### src/rtl/pipe_hazard_ctrl_pkg.sv
// Shared definitions for the pipeline hazard / run-control unit.
package pipe_hazard_ctrl_pkg;

  typedef enum logic [1:0] {
    ST_IDLE    = 2'd0,
    ST_RUN     = 2'd1,
    ST_DRAIN   = 2'd2,
    ST_STOPPED = 2'd3
  } state_t;

  // Forward select value meaning "take operand from the register file".
  localparam int FWD_RF = 0;

  localparam int REG_WIDTH_DEF  = 4;
  localparam int DATA_WIDTH_DEF = 16;

endpackage

### src/rtl/pipe_hazard_ctrl_fwd_select.sv
// Priority forwarding comparator: picks the nearest post-EX stage writing the
// source register, or the register file when no stage matches.
module pipe_hazard_ctrl_fwd_select
  import pipe_hazard_ctrl_pkg::*;
#(
  parameter int REG_WIDTH  = REG_WIDTH_DEF,
  parameter int FWD_STAGES = 2,
  parameter int SEL_WIDTH  = 2
) (
  input  logic [REG_WIDTH-1:0]            i_src_reg,
  input  logic [FWD_STAGES-1:0]           i_wr_en,
  input  logic [FWD_STAGES*REG_WIDTH-1:0] i_wr_reg,
  output logic [SEL_WIDTH-1:0]            o_sel
);

  logic [FWD_STAGES-1:0] w_match;

  generate
    for (genvar gi = 0; gi < FWD_STAGES; gi++) begin : g_match
      assign w_match[gi] = i_wr_en[gi] &&
                           (i_wr_reg[gi*REG_WIDTH +: REG_WIDTH] == i_src_reg);
    end
  endgenerate

  // Scan from the farthest stage down so the nearest match overwrites the rest.
  always_comb begin
    o_sel = SEL_WIDTH'(FWD_RF);
    for (int k = FWD_STAGES - 1; k >= 0; k--) begin
      if (w_match[k]) o_sel = SEL_WIDTH'(k + 1);
    end
  end

endmodule

### src/rtl/pipe_hazard_ctrl.sv
// Hazard and run-control unit: operand forwarding, load-use bubbles, branch and
// jump flushes, a start/stop FSM with a drain phase, and a stall counter.
module pipe_hazard_ctrl
  import pipe_hazard_ctrl_pkg::*;
#(
  parameter int REG_WIDTH    = REG_WIDTH_DEF,
  parameter int FWD_STAGES   = 2,
  parameter int SEL_WIDTH    = 2,
  parameter int LOAD_LAT     = 1,
  parameter int DRAIN_CYCLES = 4,
  parameter int CNT_WIDTH    = 16
) (
  input  logic                            clk,
  input  logic                            rst,
  input  logic                            start,
  input  logic                            stop_req,
  input  logic [REG_WIDTH-1:0]            rsD,
  input  logic [REG_WIDTH-1:0]            rtD,
  input  logic                            use_rsD,
  input  logic                            use_rtD,
  input  logic [REG_WIDTH-1:0]            rsE,
  input  logic [REG_WIDTH-1:0]            rtE,
  input  logic                            MemReadE,
  input  logic [REG_WIDTH-1:0]            WriteRegE,
  input  logic [FWD_STAGES-1:0]           fwd_wr_en,
  input  logic [FWD_STAGES*REG_WIDTH-1:0] fwd_wr_reg,
  input  logic                            PCSrc,
  input  logic                            jump,
  output logic [SEL_WIDTH-1:0]            alu_src1,
  output logic [SEL_WIDTH-1:0]            alu_src2,
  output logic                            pcstall,
  output logic                            IF_IDstall,
  output logic                            flushIF_ID,
  output logic                            flushID_EX,
  output logic                            flushEX_MEM,
  output logic                            running,
  output logic                            stopped,
  output logic [CNT_WIDTH-1:0]            stall_count
);

  state_t               r_state, w_state_next;
  logic [2:0]           r_bub, w_bub_next;
  logic [3:0]           r_drain, w_drain_next;
  logic [CNT_WIDTH-1:0] r_stall_cnt, w_stall_cnt_next;

  logic w_in_run;
  logic w_detect;
  logic w_lu_stall;

  pipe_hazard_ctrl_fwd_select #(
    .REG_WIDTH (REG_WIDTH),
    .FWD_STAGES(FWD_STAGES),
    .SEL_WIDTH (SEL_WIDTH)
  ) u_fwd_rs (
    .i_src_reg(rsE),
    .i_wr_en  (fwd_wr_en),
    .i_wr_reg (fwd_wr_reg),
    .o_sel    (alu_src1)
  );

  pipe_hazard_ctrl_fwd_select #(
    .REG_WIDTH (REG_WIDTH),
    .FWD_STAGES(FWD_STAGES),
    .SEL_WIDTH (SEL_WIDTH)
  ) u_fwd_rt (
    .i_src_reg(rtE),
    .i_wr_en  (fwd_wr_en),
    .i_wr_reg (fwd_wr_reg),
    .o_sel    (alu_src2)
  );

  assign w_in_run = (r_state == ST_RUN);
  assign w_detect = MemReadE && ((use_rsD && (WriteRegE == rsD)) ||
                                 (use_rtD && (WriteRegE == rtD)));
  // A taken branch squashes the dependent instruction, so it cancels the stall.
  assign w_lu_stall = w_in_run && !PCSrc && ((r_bub != '0) || w_detect);

  always_comb begin
    w_state_next     = r_state;
    w_bub_next       = '0;
    w_drain_next     = r_drain;
    w_stall_cnt_next = r_stall_cnt;
    case (r_state)
      ST_IDLE: begin
        if (start) begin
          w_state_next     = ST_RUN;
          w_stall_cnt_next = '0;
        end
      end
      ST_RUN: begin
        if (PCSrc)               w_bub_next = '0;
        else if (r_bub != '0)    w_bub_next = r_bub - 3'd1;
        else if (w_detect)       w_bub_next = 3'(LOAD_LAT - 1);
        if (w_lu_stall && (r_stall_cnt != '1))
          w_stall_cnt_next = r_stall_cnt + 1'b1;
        if (stop_req && !PCSrc && !w_lu_stall) begin
          w_state_next = ST_DRAIN;
          w_drain_next = 4'(DRAIN_CYCLES - 1);
        end
      end
      ST_DRAIN: begin
        if (r_drain == '0) w_state_next = ST_STOPPED;
        else               w_drain_next = r_drain - 4'd1;
      end
      ST_STOPPED: begin
        if (start) w_state_next = ST_RUN;
      end
      default: w_state_next = ST_IDLE;
    endcase
  end

  always_comb begin
    pcstall     = 1'b0;
    IF_IDstall  = 1'b0;
    flushIF_ID  = 1'b0;
    flushID_EX  = 1'b0;
    flushEX_MEM = 1'b0;
    running     = w_in_run;
    stopped     = (r_state == ST_STOPPED);
    case (r_state)
      ST_IDLE, ST_STOPPED: begin
        pcstall    = 1'b1;
        IF_IDstall = 1'b1;
        flushID_EX = 1'b1;
      end
      ST_DRAIN: begin
        pcstall    = 1'b1;
        flushIF_ID = 1'b1;
        flushID_EX = 1'b1;
      end
      default: begin
        if (PCSrc) begin
          flushIF_ID  = 1'b1;
          flushID_EX  = 1'b1;
          flushEX_MEM = 1'b1;
        end else if (w_lu_stall) begin
          pcstall    = 1'b1;
          IF_IDstall = 1'b1;
          flushID_EX = 1'b1;
        end else if (jump) begin
          flushIF_ID = 1'b1;
        end
      end
    endcase
  end

  always_ff @(posedge clk) begin
    if (!rst) begin
      r_state     <= ST_IDLE;
      r_bub       <= '0;
      r_drain     <= '0;
      r_stall_cnt <= '0;
    end else begin
      r_state     <= w_state_next;
      r_bub       <= w_bub_next;
      r_drain     <= w_drain_next;
      r_stall_cnt <= w_stall_cnt_next;
    end
  end

  assign stall_count = r_stall_cnt;

endmodule

### config.mk
export PLATFORM = sky130hd
export DESIGN_NAME = pipe_hazard_ctrl
export DESIGN_NICKNAME = d
export VERILOG_FILES = /design/src/rtl/pipe_hazard_ctrl_pkg.sv /design/src/rtl/pipe_hazard_ctrl_fwd_select.sv /design/src/rtl/pipe_hazard_ctrl.sv
export SDC_FILE = /design/constraint.sdc
export NUM_CORES = 1
export LEC_CHECK = 0
export ABC_AREA = 1
export CORE_ASPECT_RATIO = 1.2
export CORE_MARGIN = 2
export CORE_UTILIZATION = 47
export DETAILED_ROUTE_END_ITERATION = 6
export PLACE_DENSITY = 0.81
export SLEW_MARGIN = 40
export SYNTH_ARGS = -nofsm -noshare
export SYNTH_HDL_FRONTEND = slang
export SYNTH_SLANG_ARGS = --single-unit
### constraint.sdc
create_clock -name clk -period 2 [get_ports clk]
set_input_delay 0.4 -clock clk [delete_from_list [all_inputs] [get_ports clk]]
set_output_delay 0.4 -clock clk [all_outputs]
set_load 0.005 [all_outputs]
== Word level (Yosys, flattened, before mapping) ==
Cells that the tools add are included.

* Add/sub/neg operators: 3
* Equal/unequal tests: 16
* Muxes and demuxes: 26
* Bitwise gates (word level): 3
* Reduce and logical (&&, ||, !) cells: 27

{| class="wikitable"
|+ Operator list
! operator !! number
|-
| 2-to-1 mux 16 bit || 2
|-
| one-hot mux 16 bit (2 select lines) || 1
|-
| equality test 4 bit || 6
|-
| adder 16 x 1 -> 16 bit, second input constant || 1
|-
| != test 16 bit, second input constant || 1
|-
| 2-to-1 mux 2 bit || 7
|-
| logical AND 1 bit || 12
|-
| 2-to-1 mux 1 bit || 10
|-
| AND reduction 3 bit || 3
|-
| 2-to-1 mux 4 bit || 2
|-
| one-hot mux 4 bit (2 select lines) || 1
|-
| != test 2 x 1 -> 1 bit, second input constant || 3
|-
| != test 2 bit, second input constant || 3
|-
| one-hot mux 2 bit (3 select lines) || 1
|-
| equality test 2 bit, second input constant || 2
|-
| logical NOT 4 bit || 1
|-
| one-hot mux 1 bit (2 select lines) || 2
|-
| nonzero test 2 bit || 2
|-
| OR reduction 4 bit || 1
|-
| subtractor 4 x 1 -> 4 bit, second input constant || 1
|-
| inverter 1 bit || 3
|-
| nonzero test 3 bit || 1
|-
| OR reduction 3 bit || 1
|-
| subtractor 3 x 1 -> 3 bit, second input constant || 1
|-
| 5 further kinds || 7
|}

* Register bits: 25
* Bits of input ports: 39
* Output and inout port bits: 27
* Word-level logic and storage cells: 79

== Depth between registers and ports, before layout ==
* Depth after elaboration: 10
* Gate-level depth with buffers: 14
* Depth with buffers taken out: 13

== Cells and area by module ==
From an unflattened synthesis, not the netlist that was laid out.

* Cell total of the unflattened synthesis: 364
* Area, all modules: 2,208.4 um2

{| class="wikitable"
|+ By module, submodules not included
! module !! instances !! cells an instance !! area an instance (um2) !! sequential area each (um2)
|-
| pipe_hazard_ctrl || 1 || 292 || 1,873.0 || 500.5
|-
| pipe_hazard_ctrl_fwd_select || 2 || 36 || 167.7 || 0.0
|}

== Worst setup path after synthesis ==
OpenSTA, ideal clock, no wires.

* Path type: register -> output
* Start point: register r_state[1]
* End point: output port flushIF_ID
* Arrival time: 1,350 ps
* Data required time: 1,600 ps
* Setup slack: 250 ps
* Cell stages (with the launch flop): 9
* Path buffers: 1
* Path through: dfxtp_1 inv_1 ha_1 buf_2 inv_1 nor2_2 a21oi_1 nand2_1 o211ai_1

* Cells in the longest elaborated chain, start to end: 6
* Elaborated cells between the ends (all ways): 10
* Classes of those cells: eq/ne (3); mux (3); reduce/logical (4)

{| class="wikitable"
|+ Ends and longest elaborated chain
! element !! line !! text
|-
| start: declaration || pipe_hazard_ctrl.sv:41 || <nowiki>state_t r_state, w_state_next;</nowiki>
|-
| start signal: assignment || pipe_hazard_ctrl.sv:154 || <nowiki>r_state <= w_state_next;</nowiki>
|-
| equality test 2 x 1 -> 1 bit || pipe_hazard_ctrl.sv:72 || <nowiki>assign w_in_run = (r_state == ST_RUN);</nowiki>
|-
| via running || pipe_hazard_ctrl.sv:36 || <nowiki>output logic running,</nowiki>
|-
| logical AND 1 bit (2 in series) || pipe_hazard_ctrl.sv:76 || <nowiki>assign w_lu_stall = w_in_run && !PCSrc && ((r_bub != '0) || w_detect);</nowiki>
|-
| 2-to-1 mux 1 bit || pipe_hazard_ctrl.sv:136 || <nowiki>end else if (w_lu_stall) begin</nowiki>
|-
| 2-to-1 mux 1 bit || pipe_hazard_ctrl.sv:132 || <nowiki>if (PCSrc) begin</nowiki>
|-
| one-hot mux 1 bit (2 select lines) || pipe_hazard_ctrl.sv:120 || <nowiki>case (r_state)</nowiki>
|-
| end: declaration || pipe_hazard_ctrl.sv:33 || <nowiki>output logic flushIF_ID,</nowiki>
|}

The timed path passes the listed nets, and every way through them passes these cells.

== Worst setup path after layout ==
* Start point: register r_bub[0]
* End point: output port flushIF_ID

* Cells in the longest elaborated chain, start to end: 6

{| class="wikitable"
|+ Ends and longest elaborated chain
! element !! line !! text
|-
| start: declaration || pipe_hazard_ctrl.sv:42 || <nowiki>logic [2:0] r_bub, w_bub_next;</nowiki>
|-
| start signal: assignment || pipe_hazard_ctrl.sv:155 || <nowiki>r_bub <= w_bub_next;</nowiki>
|-
| nonzero test 3 bit || pipe_hazard_ctrl.sv:76 ||
|-
| logical OR 1 bit || pipe_hazard_ctrl.sv:76 ||
|-
| logical AND 1 bit || pipe_hazard_ctrl.sv:76 ||
|-
| 2-to-1 mux 1 bit || pipe_hazard_ctrl.sv:136 ||
|-
| 2-to-1 mux 1 bit || pipe_hazard_ctrl.sv:132 ||
|-
| one-hot mux 1 bit (2 select lines) || pipe_hazard_ctrl.sv:120 ||
|}

Every way passes these cells.

==> results.yml <==
hold_path:
  hold_class: "register to register"
  hold_depth: 1
synthesis:
  synth_fp_nets: 378
  async_flop_share_pct: 0
  yosys_warnings: 0
  syn_area_mm2: 0.002057
  dominantRegCellSynth: "dfxtp_1"
  synth_top_cell_area_share_pct: 24.33
  avgSynthCellArea_um2: 6.233
  yosysSeqAreaShare_pct: 24.33
  synth_seq_cells: 25
  synthCells: 330
  synth-edff-count: 0
  ys_top_cells_by_area: "dfxtp_1 24%, nand2_1 14%, inv_1 8.6%, nor2_1 8.2%, nand3_1 7.5%"
  yosys.cell_types.count: 32
  synth_top_area_cell: "dfxtp_1"
place:
  routabilityCongestion: 0.8827
  port-buffer-count: 65
  placed_cell_area_mm2: 0.002937
  dp_hpwl_um: 4292
route:
  wl_per_cell_um: 11.53
  drtPass1Iterations: 4
  vias: 2348
  via_per_inst: 4.943
  ant_nets: 0
  dr.first_iter.drc_count: 52
  wl_um: 5477
  drc: 0
critical_path:
  crit_path_max_fanout: 2
  path_buf_inv: 3
  cp_data_arrival_time_ns: 1.53
  crit_family: "buffers and inverters"
  crit_path_frequent_cell: "nand2_2"
  cp-end-kind: "output pin"
  r2r_cells: 11
  cp.required_ns: 1.60
  path_depth: 9
  crit_chain: "inv_1 -> ha_1 -> ha_2 -> nand2_2 -> a21oi_2 -> buf_4 -> nand2_2 -> o211ai_1 -> buf_2"
  start_kind: "register"
  slowest_stage: "dfxtp_1"
  critPathKind: "register to output pin"
  reg2reg_slack_ns: 0.26
  critPathMaxStageDelay_ns: 0.32
timing:
  grt_setup_unrepaired: "yes"
  max_slew.worst_pin.slew_ns: 0.3694
  finClkSkew_ns: 0.002063
  slew_headroom_pct: 75.15
  min_period_ns: 1.931
  setup_viol: 0
  fin_crit_sh_pct: 96.53
  slew_viol_final: 0
  timing.fmax_mhz: 518.0
  final_hold_viol_count: 0
die:
  die_height_um: 76.47
  core_area_mm2: 0.004229
  dieArea_mm2: 0.004924
  start_util_pct: 48.64
  ioPinCount: 66
  num_rows: 26
  die_x_um: 64.39
global_routing:
  grt-ovfl-total: 0
  grt_pass1_wl_um: 9356
  grt_pass1_vias: 2311
  antenna_found_initial: 0
  track_usage_pct: 22.86
  grt_max_degree: 19
clock_network:
  clock_tree.buffer_depth: 2
  cts_hold_buf: 0
  cts_tree: "built"
  htreeDepth: 1
  numCtsBuffers: 3
  cts-root-buf: "clkbuf_8"
  clk_pin_slew_worst_paths_ns: 0.09
  clk_latency_ns: 0.27
  cts_sinks: 25
outcome:
  status: "finished clean"
pwr:
  switchingPower_mw: 1.230
  power.share.combinational_pct: 63.5
  p_sw_share_pct: 43.73
  leakage_nw: 1.323
  seq_power_share_pct: 25.7
  powerDensity_mw_per_mm2: 958.5
  p_int_mw: 1.582
  vdd_ir_drop_max_mv: 0.6486
  total_power_mw: 2.812
  power_frac_clock_pct: 10.8
final_layout:
  nNetsFinal: 468
  finalInstanceArea_mm2: 0.002934
  multi_input_area_mm2: 0.001355
  drive_gt1_share_pct: 20.05
  area_delta_synth_final_pct: 42.64
  register_area_um2: 500.5
  antenna_cells: 0
  num-fill-cells: 390
  final_core_util_pct: 69.38
run:
  cap_violations: 0
-- area by class of cell --
cell class / count / share of cell area (%)
clock buffer: 4 / 1.535
inverter: 48 / 6.141
multi-input combinational: 249 / 46.18
sequential: 25 / 17.06
tap: 56 / 2.388
timing repair buffer: 93 / 26.70
-- Yosys cell counts, types with 2 or more instances --
library cell   n
nand2_1       75
inv_1         47
nor2_1        45
nand3_1       31
a21oi_1       26
dfxtp_1       25
xor2_1        10
ha_1           9
o21ai_0        9
nand2_2        5
nand3_2        5
buf_6          4
nand4_1        4
nor2_2         4
o211ai_1       4
xnor2_1        4
nor3_1         3
nor4_1         3
o22ai_1        3
clkbuf_1       2
-- cell families after synthesis --
logic type	share of synthesized area, %
flops	24.33
xor+xnor	5.961
fa+ha+maj	5.475
buf+inv	11.74
compound gates	13.69
simple gates	38.81
-- final timing paths --
path,from,to
setup / recovery,r_bub[0],flushIF_ID
hold / removal,r_bub[0],r_bub[0]
hold reg to reg,r_bub[0],r_bub[0]
setup reg to reg,stall_count[0],stall_count[3]
-- per-stage QoR --
step	setup WS (ns)	cells	TNS (ns)	hold slack (ns)
6_report	0.06934	475	0	0.4168
5_1_grt	-0.02137	475	-0.02137	0.4293
4_1_cts	0.0007665	474	0	0.4208
3_5_place_dp	-0.6730	469	-7.691	0.4085
3_3_place_gp	-0.6489	469	-6.820	0.3995
2_1_floorplan	0.2500	330	0	0.3925
-- registers in the layout, summed over array words and instances, names as in the netlist --
name / flops
r_drain: 4
r_state: 2
r_bub: 3
stall_count: 16
-- cells in the final DEF, fill, tap and decap left out, types with 2 or more instances in the layout --
cell type,count
nand2_1,74
buf_2,8
dlygate4sd2_1,18
o21ai_0,7
nor2_1,44
inv_1,40
ha_1,7
nor4_1,3
inv_2,8
nor3_1,3
buf_12,2
buf_4,25
clkbuf_8,3
nand4_1,4
clkdlybuf4s15_1,4
xnor2_1,4
nand3_2,5
a21oi_2,3
xor2_1,10
o21ai_1,2
o211ai_1,4
clkbuf_2,9
nand2_2,6
nand3_1,31
o22ai_1,2
dfxtp_1,25
clkdlybuf4s50_1,25
nor2_2,5
a21oi_1,24
-- worst reg2reg max path: cells and delay by family, from the launching register on --
| family | cells | cell delay [ns] |
|---|---|---|
| AND/OR/NAND/NOR | 7 | 0.63 |
| AO/OA/AOI/OAI | 1 | 0.13 |
| flip-flops | 1 | 0.36 |
| adder cells (fa/ha/maj) | 1 | 0.25 |
| buffers and inverters | 2 | 0.26 |
-- power groups by stage --
stage	Combinational (mW)	Clock, mW	Sequential [mW]
6_report	1.79	0.305	0.722
3_3_place_gp	1.75	0	0.727
2_1_floorplan	1.07	0	0.723
5_1_grt	2.00	0.336	0.741
3_5_place_dp	1.78	0	0.730
4_1_cts	1.74	0.316	0.719
-- layer usage --
layer	GRT usage, %	routed length (µm)
met1	24.93	2236
met2	45.00	2991
met3	2.806	187
met4	5.957	61
met5	0	0
-- repair_timing --
| item | 4_1_cts | 5_1_grt |
|---|---|---|
| setup buffers | 1 | 1 |
| endpoints found under the hold margin | 0 | 0 |
| endpoints found under the setup margin | 9 | 8 |
| pin swaps | 23 | 21 |
| gates resized for setup | 84 | 24 |
(Power assumes the default switching activity.)
